$ cat src/rtl/instr_fetch_unit_if.sv
// Bundles for the fetch unit: instruction-memory read port and
// the decode-side handoff of the held instruction.

interface instr_fetch_unit_if;
    logic        imem_req;
    logic [31:0] imem_addr;
    logic        imem_ack;
    logic [31:0] imem_rdata;

    modport master (
        output imem_req,
        output imem_addr,
        input  imem_ack,
        input  imem_rdata
    );

    modport slave (
        input  imem_req,
        input  imem_addr,
        output imem_ack,
        output imem_rdata
    );
endinterface

interface fetch_dec_if;
    logic [31:0] instr;
    logic [5:0]  opcode;
    logic [31:0] instr_pc;
    logic        instr_valid;
    logic        instr_ready;
    logic        branch;
    logic        zero;
    logic        jump;

    modport master (
        output instr,
        output opcode,
        output instr_pc,
        output instr_valid,
        input  instr_ready,
        input  branch,
        input  zero,
        input  jump
    );

    modport slave (
        input  instr,
        input  opcode,
        input  instr_pc,
        input  instr_valid,
        output instr_ready,
        output branch,
        output zero,
        output jump
    );
endinterface

$ cat src/rtl/instr_fetch_unit.sv
// Instruction fetch: IDLE/FETCH/HOLD sequencer that reads one word,
// holds it for decode, and picks the next PC at handoff.

module instr_fetch_unit #(
    parameter logic [31:0] RESET_PC = 32'h0000_0000
) (
    input  logic                      clk,
    input  logic                      reset,
    input  logic                      fetch_en,
    instr_fetch_unit_if.master        imem,
    fetch_dec_if.master               dec,
    output logic [31:0]               instr_count
);

    typedef enum logic [1:0] {
        IDLE,
        FETCH,
        HOLD
    } state_t;

    state_t      state;
    state_t      state_nxt;

    logic [31:0] pc;
    logic [31:0] instr_q;
    logic [31:0] instr_pc_q;
    logic [31:0] count_q;

    logic        fetch_done;
    logic        handoff;

    logic [31:0] pc_plus4;
    logic [31:0] br_off;
    logic [31:0] br_target;
    logic [31:0] jmp_target;
    logic [31:0] next_pc;

    assign fetch_done = (state == FETCH) && imem.imem_ack;
    assign handoff    = (state == HOLD) && dec.instr_ready;

    // Next-PC targets are all relative to the held word, not the fetch PC.
    assign pc_plus4   = instr_pc_q + 32'd4;
    assign br_off     = {{14{instr_q[15]}}, instr_q[15:0], 2'b00};
    assign br_target  = pc_plus4 + br_off;
    assign jmp_target = {pc_plus4[31:28], instr_q[25:0], 2'b00};

    // Jump wins over a taken branch when both are flagged.
    always_comb begin
        next_pc = pc_plus4;
        priority case (1'b1)
            dec.jump:               next_pc = jmp_target;
            dec.branch && dec.zero: next_pc = br_target;
            default:                next_pc = pc_plus4;
        endcase
    end

    always_comb begin
        state_nxt = state;
        unique case (state)
            IDLE: begin
                if (fetch_en) begin
                    state_nxt = FETCH;
                end
            end
            FETCH: begin
                if (imem.imem_ack) begin
                    state_nxt = HOLD;
                end
            end
            HOLD: begin
                if (dec.instr_ready) begin
                    state_nxt = fetch_en ? FETCH : IDLE;
                end
            end
            default: begin
                state_nxt = IDLE;
            end
        endcase
    end

    always_comb begin
        imem.imem_req   = 1'b0;
        dec.instr_valid = 1'b0;
        unique case (state)
            FETCH:   imem.imem_req   = 1'b1;
            HOLD:    dec.instr_valid = 1'b1;
            default: begin
                imem.imem_req   = 1'b0;
                dec.instr_valid = 1'b0;
            end
        endcase
    end

    always_ff @(posedge clk) begin
        if (reset) begin
            state      <= IDLE;
            pc         <= RESET_PC;
            instr_q    <= 32'h0;
            instr_pc_q <= 32'h0;
            count_q    <= 32'h0;
        end else begin
            state <= state_nxt;
            if (fetch_done) begin
                instr_q    <= imem.imem_rdata;
                instr_pc_q <= pc;
            end
            if (handoff) begin
                pc      <= next_pc;
                count_q <= count_q + 32'd1;
            end
        end
    end

    assign imem.imem_addr = pc;
    assign dec.instr      = instr_q;
    assign dec.opcode     = instr_q[31:26];
    assign dec.instr_pc   = instr_pc_q;
    assign instr_count    = count_q;

endmodule

$ cat src/flat_wrapper.sv
// flat-port wrapper written by rule: the top's interface ports become plain ports
module instr_fetch_unit_flat 
#(
    parameter logic [31:0] RESET_PC = 32'h0000_0000
)
  (clk, reset, fetch_en, instr_count, imem_imem_req, imem_imem_addr, imem_imem_ack, imem_imem_rdata, dec_instr, dec_opcode, dec_instr_pc, dec_instr_valid, dec_instr_ready, dec_branch, dec_zero, dec_jump);
  instr_fetch_unit_if imem_i ();
  fetch_dec_if dec_i ();
  input  logic clk;
  input  logic reset;
  input  logic fetch_en;
  output logic [31:0] instr_count;
  output wire logic [$bits(imem_i.imem_req)-1:0] imem_imem_req;
  output wire logic [$bits(imem_i.imem_addr)-1:0] imem_imem_addr;
  input wire logic [$bits(imem_i.imem_ack)-1:0] imem_imem_ack;
  input wire logic [$bits(imem_i.imem_rdata)-1:0] imem_imem_rdata;
  output wire logic [$bits(dec_i.instr)-1:0] dec_instr;
  output wire logic [$bits(dec_i.opcode)-1:0] dec_opcode;
  output wire logic [$bits(dec_i.instr_pc)-1:0] dec_instr_pc;
  output wire logic [$bits(dec_i.instr_valid)-1:0] dec_instr_valid;
  input wire logic [$bits(dec_i.instr_ready)-1:0] dec_instr_ready;
  input wire logic [$bits(dec_i.branch)-1:0] dec_branch;
  input wire logic [$bits(dec_i.zero)-1:0] dec_zero;
  input wire logic [$bits(dec_i.jump)-1:0] dec_jump;
  assign imem_imem_req = imem_i.imem_req;
  assign imem_imem_addr = imem_i.imem_addr;
  assign imem_i.imem_ack = imem_imem_ack;
  assign imem_i.imem_rdata = imem_imem_rdata;
  assign dec_instr = dec_i.instr;
  assign dec_opcode = dec_i.opcode;
  assign dec_instr_pc = dec_i.instr_pc;
  assign dec_instr_valid = dec_i.instr_valid;
  assign dec_i.instr_ready = dec_instr_ready;
  assign dec_i.branch = dec_branch;
  assign dec_i.zero = dec_zero;
  assign dec_i.jump = dec_jump;
  instr_fetch_unit #(.RESET_PC(RESET_PC)) u_core (.clk(clk), .reset(reset), .fetch_en(fetch_en), .imem(imem_i), .dec(dec_i), .instr_count(instr_count));
endmodule
$ cat config.mk
export PLATFORM = sky130hd
export DESIGN_NAME = instr_fetch_unit_flat
export DESIGN_NICKNAME = d
export VERILOG_FILES = /design/src/rtl/instr_fetch_unit_if.sv /design/src/rtl/instr_fetch_unit.sv /design/src/flat_wrapper.sv
export SDC_FILE = /design/constraint.sdc
export NUM_CORES = 1
export LEC_CHECK = 0
export ABC_AREA = 1
export BUFFER_PORTS_ARGS = -buffer_cell sky130_fd_sc_hd__buf_2
export CAP_MARGIN = 40
export CORE_MARGIN = 3
export CORE_UTILIZATION = 44
export CTS_BUF_LIST = sky130_fd_sc_hd__clkbuf_16
export CTS_CLUSTER_SIZE = 30
export DETAILED_ROUTE_END_ITERATION = 10
export PLACE_DENSITY = 0.66
export SLEW_MARGIN = 15
export SYNTH_ARGS = -nofsm -noshare
export SYNTH_HDL_FRONTEND = slang
export SYNTH_SLANG_ARGS = --single-unit
$ cat constraint.sdc
create_clock -name clk -period 7.2 [get_ports clk]
set_input_delay 1.44 -clock clk [delete_from_list [all_inputs] [get_ports clk]]
set_output_delay 1.44 -clock clk [all_outputs]
set_load 0.05 [all_outputs]
==> flow_summary_export.csv <==
group,metric,value,unit
status,outcome,"finished clean",
synthesis,synthCells,1368,
placement,postPlaceCellArea,9650,um^2
routing,avgRoutedWirePerCell,16.5,um
run,cap_violations,0,
sta,slew_violations,0,
routing,vias_per_cell,5.24,
clock_network,tritoncts,"built",
sta,fin_crit_sh,0.488,
worst_setup_path,worstPathRequired,7.55,ns
power_and_ir_drop,p_leak,0.00487,uW
finish,nFillCells,1970,
clock_network,cts_buffers,17,
finish,layout.area.seq,2600,um^2
finish,design_area,10200,um^2
grt,grt_pass1_wl,46000,um
sta,hold_violations,0,
finish,syn2layout_area_growth,19.3,%
worst_setup_path,startpoint_type,"flip-flop",
sta,post-route-min-period,3.52,ns
clock_network,cts_setup_buffers,0,
floorplanning,row_count,50,
synthesis,syn-num-nets,1447,
sta,hold_slack,0.470,ns
placement,place_ws,3.72,ns
worst_setup_path,worstSetupPathType,"reg2reg",
placement,hpwl,22600,um
clock_network,cts-resized-gates,0,
sta,fmax,0.284,GHz
sta,worst_slew_pin_slew,0.843,ns
clock_network,hold_buffers,0,
finish,drive_gt1_frac,0.163,
power_and_ir_drop,power,1930,uW
floorplanning,io_pins,176,
worst_setup_path,endpoint_kind,"flip-flop",
sta,rsz0062_at_grt,"no",
synthesis,yosys_register_bits,130,
routing,antenna_left,0,
floorplanning,die_area,21200,um^2
worst_setup_path,worstPathArrival,3.87,ns
clock_network,htreeDepth,4,
grt,antenna_found_initial,0,
power_and_ir_drop,peakVddDrop,0.000196,V
floorplanning,fp.dieW,145,um
synthesis,synth-seq-area-share,0.304,
finish,diodes,0,
synthesis,syn_area,8560,um^2
routing,firstDrtPassIters,5,
grt,overflow,0,
finish,nNetsFinal,1595,
synthesis,synth.avg_cell_area,6.26,um^2
grt,grt_max_degree,81,
clock_network,clock_latency,0.43,ns
worst_setup_path,cp_max_fo,7,
routing,drt_iter0_drc,805,
clock_network,cts_sinks,130,
grt,track_usage,0.269,
hold_path,hold_path.class,"reg2reg",
sta,setup_viol,0,
power_and_ir_drop,powerDensity,189,nW/um^2
hold_path,hold_start,"u_core.dec.instr[20]",
synthesis,synthDistinctLibCells,38,
clock_network,clockBufferDepth,2,
synthesis,synth_warnings,0,
routing,vias,9366,
clock_network,clk_pin_slew,0.07,ns
grt,grt_pass1_vias,8491,
sta,tns,0,ns
worst_setup_path,cp-startpoint,"u_core.dec.instr_pc[3]",
routing,drcViolationCount,0,
sta,skew,0.00828,ns
floorplanning,core_area,18900,um^2
sta,setup_slack,3.68,ns
placement,finalWeightedCongestion,0.952,
floorplanning,initial_utilization,0.453,
sta,slew_headroom,0.437,
clock_network,root_buffer,"clkbuf_16",
routing,totalWireLength,29400,um
finish,multiInputGateArea,5070,um^2
placement,io_buffers,175,
floorplanning,die_h,145,um
worst_setup_path,regToRegStartpoint,"u_core.dec.instr_pc[3]",
-- registers in the layout (all words and copies together) (netlist names) --
register and cells:
u_core.state 2, u_core.dec.instr_pc 32, u_core.imem.imem_addr 32, u_core.dec.instr 32, u_core.instr_count 32
-- worst paths after layout --
kind	to	slack, ns	depth (start not counted)
setup / recovery	u_core.imem.imem_addr[27]	3.68	19
hold / removal	u_core.dec.instr[20]	0.47	2
setup reg to reg	u_core.imem.imem_addr[27]	3.68	19
hold reg to reg	u_core.dec.instr[20]	0.47	2
-- layout make-up --
| class | instances | share of cell area |
|---|---|---|
| Sequential cell | 130 | 0.255 |
| Multi-Input combinational cell | 1006 | 0.497 |
| Clock buffer | 17 | 0.0416 |
| Timing Repair Buffer | 183 | 0.0963 |
| Tap cell | 260 | 0.0318 |
| Clock inverter | 15 | 0.0135 |
| Inverter | 178 | 0.0654 |
-- routing by layer --
layer,vias to the layer above,wire length (um),global-route usage,part of all wire
li1,4730,-,-,-
met1,4247,13300,0.363,0.45
met2,354,13500,0.441,0.46
met3,35,2120,0.0542,0.072
met4,0,493,0.0684,0.017
met5,-,0,0,0
-- cell usage in the layout, fill, tap and decap left out, types with 4 or more instances in the layout --
| cell | count |
|---|---|
| nor3_1 | 28 |
| o21ai_0 | 79 |
| a21oi_1 | 163 |
| nand4_1 | 21 |
| nor2_4 | 7 |
| nand3b_1 | 6 |
| inv_6 | 6 |
| or2_2 | 5 |
| inv_1 | 174 |
| nand3_1 | 102 |
| clkbuf_16 | 17 |
| o211ai_1 | 5 |
| xor2_1 | 30 |
| o21bai_1 | 8 |
| buf_4 | 5 |
| nor2_1 | 101 |
| nand2_2 | 4 |
| buf_2 | 175 |
| inv_2 | 4 |
| nor2_2 | 7 |
| nand2_1 | 375 |
| ha_1 | 38 |
| dfxtp_1 | 130 |
| a31oi_1 | 4 |
-- critical path: stages, from the launching register on --
cell and delay (ns):
dfxtp_1 0.42, ha_1 0.21, nand2_1 0.06, nor2_1 0.18, nand2_1 0.19, inv_1 0.16
nand4_1 0.17, xor2_1 0.33, ha_1 0.38, a21oi_1 0.24, nand2_1 0.12, a21oi_1 0.25
nor2_1 0.07, nor2_1 0.12, nand2_1 0.07, nand2_1 0.05, nand3_1 0.09, nand2_1 0.16
nand2_1 0.06, a21oi_1 0.11
-- metrics by stage --
step                cells   util
finish               1789  0.541
global route         1789  0.541
CTS                  1789  0.541
detailed placement   1757  0.511
global placement     1754  0.507
floorplan            1368      -
-- synthesized netlist by cell type --
master / number / area (um^2)
ha_1: 38 / 475
nor2_2: 6 / 37.5
nor3_1: 28 / 140
nand2_4: 1 / 11.3
inv_2: 4 / 15.0
o21bai_1: 8 / 60.1
fa_1: 1 / 20.0
inv_1: 174 / 653
xor2_1: 30 / 263
o21ai_1: 1 / 5.00
a21o_1: 1 / 7.51
nand2_2: 4 / 25.0
nor4_1: 2 / 12.5
nor3_4: 1 / 16.3
nand2_1: 376 / 1410
buf_4: 6 / 45.0
dfxtp_1: 130 / 2600
nand3_1: 102 / 510
a21oi_1: 163 / 816
clkbuf_1: 45 / 169
buf_1: 2 / 7.51
buf_2: 1 / 5.00
xnor2_1: 2 / 17.5
nand4_1: 21 / 131
a211oi_1: 1 / 7.51
nor2_4: 7 / 78.8
nor2_1: 102 / 383
and3_1: 1 / 6.26
a31oi_1: 4 / 25.0
o21ai_0: 79 / 395
nor3_2: 2 / 20.0
o2111a_1: 1 / 11.3
or2_2: 5 / 31.3
o21a_1: 2 / 15.0
o211ai_1: 5 / 37.5
and2_1: 3 / 18.8
nand3b_1: 6 / 45.0
nand3_2: 3 / 30.0
-- cells by family after synthesis --
group / count (synthesis) / synth area share
and+or+nand+nor: 670 / 0.340
AOI/OAI and AO/OA: 265 / 0.161
buffers and inverters: 232 / 0.104
DFF: 130 / 0.304
adders and majority gates: 39 / 0.0579
xor gates and xnor gates: 32 / 0.0327
-- where the power goes --
group	total (uW)	leakage, uW	switching, uW	internal (uW)
combinational	321	0.00355	235	85.5
clock	839	0.000268	384	455
sequential	769	0.00105	26.8	742
total	1930	0.00487	646	1280
No activity file was read; power rests on OpenSTA's default activity.
